### src/rtl/ps2_kbd_rx_fifo.sv
// PS/2 keyboard receiver: oversampled kclk/kdata, frame validation, E0/F0 prefix decode,
// and a show-ahead event FIFO drained by the CPU through keyboard_cs/rd.
`timescale 1ns/1ps
module ps2_kbd_rx_fifo #(
    parameter int FIFO_DEPTH  = 8,
    parameter int FILTER_LEN  = 4,
    parameter int TIMEOUT_CYC = 50000
) (
    input  logic                          clk,
    input  logic                          rst,
    input  logic                          kclk,
    input  logic                          kdata,
    input  logic                          keyboard_cs,
    input  logic                          rd,
    input  logic                          clr,
    output logic [7:0]                    kb_data,
    output logic                          kb_break,
    output logic                          kb_ext,
    output logic                          kb_ready,
    output logic [$clog2(FIFO_DEPTH):0]   kb_count,
    output logic                          kb_overflow,
    output logic                          kb_err
);

    localparam int AW = $clog2(FIFO_DEPTH);
    localparam int FW = (FILTER_LEN > 1) ? $clog2(FILTER_LEN) : 1;
    localparam int TW = $clog2(TIMEOUT_CYC + 1);
    localparam logic [FW-1:0] FILT_MAX = FW'(FILTER_LEN - 1);
    localparam logic [TW-1:0] TO_MAX   = TW'(TIMEOUT_CYC);
    localparam logic [AW:0]   FULL_CNT = (AW + 1)'(FIFO_DEPTH);

    typedef enum logic [1:0] {S_IDLE, S_SHIFT, S_CHECK} state_t;

    state_t          r_state, w_state_nxt;
    logic            r_kclk_s1, r_kclk_s2, r_kdata_s1, r_kdata_s2;
    logic            r_kclk_f, r_kclk_f_d;
    logic [FW-1:0]   r_filt_cnt;
    logic [TW-1:0]   r_to_cnt;
    logic [3:0]      r_bit_cnt;
    logic [9:0]      r_shift;
    logic            r_ext_p, r_brk_p;
    logic [9:0]      r_mem [FIFO_DEPTH];
    logic [AW-1:0]   r_wr_ptr, r_rd_ptr;
    logic [AW:0]     r_count;
    logic            r_overflow, r_err;

    logic            w_fall, w_timeout, w_frame_ok, w_frame_bad;
    logic            w_push, w_pop, w_full, w_wr, w_drop;
    logic [7:0]      w_byte;
    logic [9:0]      w_head;

    // Stage: synchronisers and glitch filter on kclk
    always_ff @(posedge clk) begin
        if (rst) begin
            r_kclk_s1  <= 1'b1;
            r_kclk_s2  <= 1'b1;
            r_kdata_s1 <= 1'b1;
            r_kdata_s2 <= 1'b1;
            r_kclk_f   <= 1'b1;
            r_kclk_f_d <= 1'b1;
            r_filt_cnt <= '0;
        end else begin
            r_kclk_s1  <= kclk;
            r_kclk_s2  <= r_kclk_s1;
            r_kdata_s1 <= kdata;
            r_kdata_s2 <= r_kdata_s1;
            r_kclk_f_d <= r_kclk_f;
            if (r_kclk_s2 != r_kclk_f) begin
                if (r_filt_cnt == FILT_MAX) begin
                    r_kclk_f   <= r_kclk_s2;
                    r_filt_cnt <= '0;
                end else begin
                    r_filt_cnt <= r_filt_cnt + 1'b1;
                end
            end else begin
                r_filt_cnt <= '0;
            end
        end
    end

    assign w_fall      = r_kclk_f_d & ~r_kclk_f;
    assign w_byte      = r_shift[7:0];
    assign w_frame_ok  = (^r_shift[8:0]) & r_shift[9];
    assign w_frame_bad = (r_state == S_CHECK) & ~w_frame_ok;

    // Stage: receive FSM
    always_ff @(posedge clk) begin
        if (rst) r_state <= S_IDLE;
        else     r_state <= w_state_nxt;
    end

    always_comb begin
        w_state_nxt = r_state;
        w_timeout   = 1'b0;
        case (r_state)
            S_IDLE:  if (w_fall && !r_kdata_s2) w_state_nxt = S_SHIFT;
            S_SHIFT: begin
                if (w_fall) begin
                    if (r_bit_cnt == 4'd10) w_state_nxt = S_CHECK;
                end else if (r_to_cnt == TO_MAX) begin
                    w_timeout   = 1'b1;
                    w_state_nxt = S_IDLE;
                end
            end
            S_CHECK: w_state_nxt = S_IDLE;
            default: w_state_nxt = S_IDLE;
        endcase
    end

    always_ff @(posedge clk) begin
        if (rst) begin
            r_bit_cnt <= '0;
            r_to_cnt  <= '0;
            r_ext_p   <= 1'b0;
            r_brk_p   <= 1'b0;
        end else begin
            if (r_state != S_SHIFT || w_fall || w_timeout) r_to_cnt <= '0;
            else                                           r_to_cnt <= r_to_cnt + 1'b1;
            case (r_state)
                S_IDLE:  if (w_fall && !r_kdata_s2) r_bit_cnt <= 4'd1;
                S_SHIFT: begin
                    if (w_fall)         r_bit_cnt <= r_bit_cnt + 4'd1;
                    else if (w_timeout) r_bit_cnt <= '0;
                end
                S_CHECK: begin
                    r_bit_cnt <= '0;
                    // Bad frames drop any pending prefix so it cannot attach to a later code.
                    if (w_frame_ok && w_byte == 8'hE0)      r_ext_p <= 1'b1;
                    else if (w_frame_ok && w_byte == 8'hF0) r_brk_p <= 1'b1;
                    else begin
                        r_ext_p <= 1'b0;
                        r_brk_p <= 1'b0;
                    end
                end
                default: r_bit_cnt <= '0;
            endcase
        end
    end

    // Bits 1..10 enter at the top, so after the stop bit [7:0]=data, [8]=parity, [9]=stop.
    always_ff @(posedge clk) begin
        if (r_state == S_SHIFT && w_fall) r_shift <= {r_kdata_s2, r_shift[9:1]};
    end

    // Stage: event FIFO and sticky flags
    assign w_push = (r_state == S_CHECK) & w_frame_ok & (w_byte != 8'hE0) & (w_byte != 8'hF0);
    assign w_pop  = keyboard_cs & rd & (r_count != '0);
    assign w_full = (r_count == FULL_CNT);
    assign w_wr   = w_push & (~w_full | w_pop);
    assign w_drop = w_push & w_full & ~w_pop;

    always_ff @(posedge clk) begin
        if (w_wr) r_mem[r_wr_ptr] <= {r_ext_p, r_brk_p, w_byte};
    end

    always_ff @(posedge clk) begin
        if (rst) begin
            r_wr_ptr   <= '0;
            r_rd_ptr   <= '0;
            r_count    <= '0;
            r_overflow <= 1'b0;
            r_err      <= 1'b0;
        end else begin
            if (w_wr)  r_wr_ptr <= r_wr_ptr + 1'b1;
            if (w_pop) r_rd_ptr <= r_rd_ptr + 1'b1;
            case ({w_wr, w_pop})
                2'b10:   r_count <= r_count + 1'b1;
                2'b01:   r_count <= r_count - 1'b1;
                default: r_count <= r_count;
            endcase
            if (w_drop)                   r_overflow <= 1'b1;
            else if (keyboard_cs && clr)  r_overflow <= 1'b0;
            if (w_frame_bad || w_timeout) r_err <= 1'b1;
            else if (keyboard_cs && clr)  r_err <= 1'b0;
        end
    end

    assign w_head      = r_mem[r_rd_ptr];
    assign kb_ready    = (r_count != '0);
    assign kb_data     = kb_ready ? w_head[7:0] : 8'h00;
    assign kb_break    = kb_ready & w_head[8];
    assign kb_ext      = kb_ready & w_head[9];
    assign kb_count    = r_count;
    assign kb_overflow = r_overflow;
    assign kb_err      = r_err;

endmodule

### config.mk
export PLATFORM = sky130hd
export DESIGN_NAME = ps2_kbd_rx_fifo
export DESIGN_NICKNAME = d
export VERILOG_FILES = /design/src/rtl/ps2_kbd_rx_fifo.sv
export SDC_FILE = /design/constraint.sdc
export NUM_CORES = 1
export LEC_CHECK = 0
export ABC_AREA = 1
export BUFFER_PORTS_ARGS = -buffer_cell sky130_fd_sc_hd__buf_2
export CAP_MARGIN = 20
export CORE_ASPECT_RATIO = 1.2
export CORE_MARGIN = 3
export CORE_UTILIZATION = 40
export DETAILED_ROUTE_END_ITERATION = 8
export HOLD_SLACK_MARGIN = 0.06
export PLACE_DENSITY = 0.54
export SETUP_SLACK_MARGIN = 0.15
export SLEW_MARGIN = 20
export SYNTH_ARGS = -nofsm -noshare
export SYNTH_HDL_FRONTEND = slang
export SYNTH_SLANG_ARGS = --single-unit
### constraint.sdc
create_clock -name clk -period 3.4 [get_ports clk]
set_input_delay 0.68 -clock clk [delete_from_list [all_inputs] [get_ports clk]]
set_output_delay 0.68 -clock clk [all_outputs]
set_load 0.02 [all_outputs]
==> results.cfg <==
[outcome]
status = finished clean

[yosys]
syn_avg_cell_area_um2 = 10.3
syn_inst = 557
synth_top_area_share_pct = 47.1
synth.distinct_cells = 37
async_flop_share_pct = 0
ys_seq_area_share_pct = 63.5
yosysWarnings = 0
synth.area.top_cells = edfxtp_1 (47%), dfxtp_1 (16%), nor2_1 (6.5%)
syn_area_um2 = 5730
synth_ff_type = edfxtp_1
ys_seq_elements = 137
synth.net_count = 577
post-synth-top-area-cell = edfxtp_1
synth-edff-count = 90

[place]
dp_slack_ps = 786
io_buffers = 23
place.gp.congestion = 0.801
hpwl_mm = 7.63

[clock_network]
cts.clk_slew.worst_paths_ps = 50
cts_tree = yes
clkLatencyLatePin_ps = 410
cts.sinks = 137
cts.repair.resized = 0
post-cts-setup-buffers = 0
clockBufferDepth = 2
htreeDepth = 4
hold_buffers = 0
clockRootBuffer = clkbuf_16
cts_buffers = 17

[routing]
drc = 0
dr.pass1.iters = 4
finalWirelength_mm = 11.8
vias_per_cell = 5.06
vias = 3918
drtIter0Drc = 238
ant_nets = 0
wl_per_cell_um = 15.2

[floorplanning]
ios = 24
rows = 47
core-area_um2 = 13900
initial_core_util_pct = 41.1
dieWidth_um = 115
die-area_um2 = 15800
die_y_um = 137

[final_layout]
mostFrequentLayoutCell = nor2_1
filler_cell_count = 1314
diodes = 0
multiInputGateArea_um2 = 1810
final_cell_mix = nor2_1 (99), edfxtp_1 (90), o21ai_0 (61)
syn_to_final_growth_pct = 15.8
layout-drive-gt1-share_pct = 14.1
final_net_count = 612
ff_latch_area_um2 = 3640

[timing]
fin_crit_sh_pct = 85.8
report.final.slew_viol_count = 0
max_slew_margin_pct = 54.5
hold_violations = 0
period_minus_slack_ps = 2920
fin_ws_ps = 483
setup_viol = 0
tns_ps = 0
worst_pin_slew_ps = 682
rsz0062_at_grt = no
fmax_mhz = 343
clock_skew_ps = 10.1

[global_routing]
gr-total-overflow = 0
antenna_found_initial = 0
grt_pass1_wl_mm = 19.3
track_usage_pct = 16.4
grt_start_max_net_pins = 41
grt_pass1_vias = 3873

[setup_path]
critPathRequiredTime_ps = 2720
path_max_fanout = 21
setup.worst_path.end_class = output pin
worstPathArrival_ps = 2240
critical_path_class = flip-flop to output pin
r2r-start = r_shift[4]
startpoint_type = flip-flop

[power]
vdd_drop_max_uv = 252
p_switching_mw = 0.644
p_per_area_nw_per_um2 = 533
combPwrFrac_pct = 0.5
leakage_nw = 2.45
intPower_mw = 2.90
p_seq_share_pct = 49.6
swShare_pct = 18.2
p_clk_share_pct = 49.9

[worst_hold_path]
hp-start = r_kclk_s1
hp-class = flip-flop to flip-flop

[job]
max_cap_viol_count = 0
[registers in the layout, indices dropped and copies added (netlist names), 2 cells and up, named ones only]
name        cells
r_mem          80
r_rd_ptr        3
r_shift        10
r_bit_cnt       4
r_state         2
r_to_cnt       16
r_filt_cnt      2
r_wr_ptr        3
kb_count        4
[cell families after synthesis]
kind of cell    after synthesis  synth area share (%)
simple gates                219                  17.6
flops                       137                  63.5
compound gates              108                  10.2
buf+inv                      74                  4.89
fa+ha+maj                    13                  2.84
xor+xnor                      6                 0.916
[layer usage]
metal,GRT usage [%],routed length (µm),up-vias
met5,0,0,-
met4,6.65,202,0
met3,4.95,404,18
met2,27.9,5990,54
met1,19.4,5170,1856
li1,-,-,1990
[final cells by class]
type,count,area share (%)
Sequential cell,137,54.9
Multi-Input combinational cell,346,27.3
Timing Repair Buffer,34,2.98
Tap cell,171,3.22
Clock inverter,11,1.96
Clock buffer,20,6.57
Inverter,56,3.16
[synthesized netlist by cell type, types with 2 or more instances]
master and n:
o22ai_1 10, a21oi_1 19, or2_2 5, inv_1 54
nor2_4 2, o21ai_0 61, inv_2 2, nand3_1 19
a21oi_2 2, nand4_1 10, nor3b_1 2, nor2_1 99
nor3_2 2, a31oi_1 12, buf_2 2, edfxtp_1 90
xor2_1 5, nor4_1 2, clkbuf_1 16, dfxtp_1 47
ha_1 13, nor3_1 7, nand2_1 59, nor2_2 4
[power groups by stage]
stage	logic, mW	clock network, mW	registers, mW
final	0.0163	1.77	1.76
after global routing	0.0191	1.89	1.76
after CTS	0.0167	1.81	1.76
after detailed placement	0.0167	0	1.79
after global placement	0.0163	0	1.79
after floorplan	0.0100	0	1.79
[per-stage QoR]
stage	area [µm²]	total power, mW	instances	util (%)	hold WS, ps
2_1_floorplan	5730	1.80	557	-	389
3_3_place_gp	6080	1.81	744	43.6	394
3_5_place_dp	6080	1.81	744	43.6	401
4_1_cts	6640	3.59	775	47.7	414
5_1_grt	6640	3.66	775	47.7	424
6_report	6640	3.54	775	47.7	412
[worst max-delay path: stages (launching register included)]
cell	delay, ps
dfxtp_1	300
inv_1	400
buf_4	330
nor2_1	60
o22ai_1	220
o21ai_0	130
a31oi_1	180
buf_2	190
[final timing paths]
path	endpoint	cells after the start	slack, ps
worst max register to register	r_mem[0][4]	13	780
worst max-delay path	kb_break	7	480
worst min-delay path	r_kclk_s2	1	410
worst min register to register	r_kclk_s2	1	410
(Power assumes the default switching activity.)
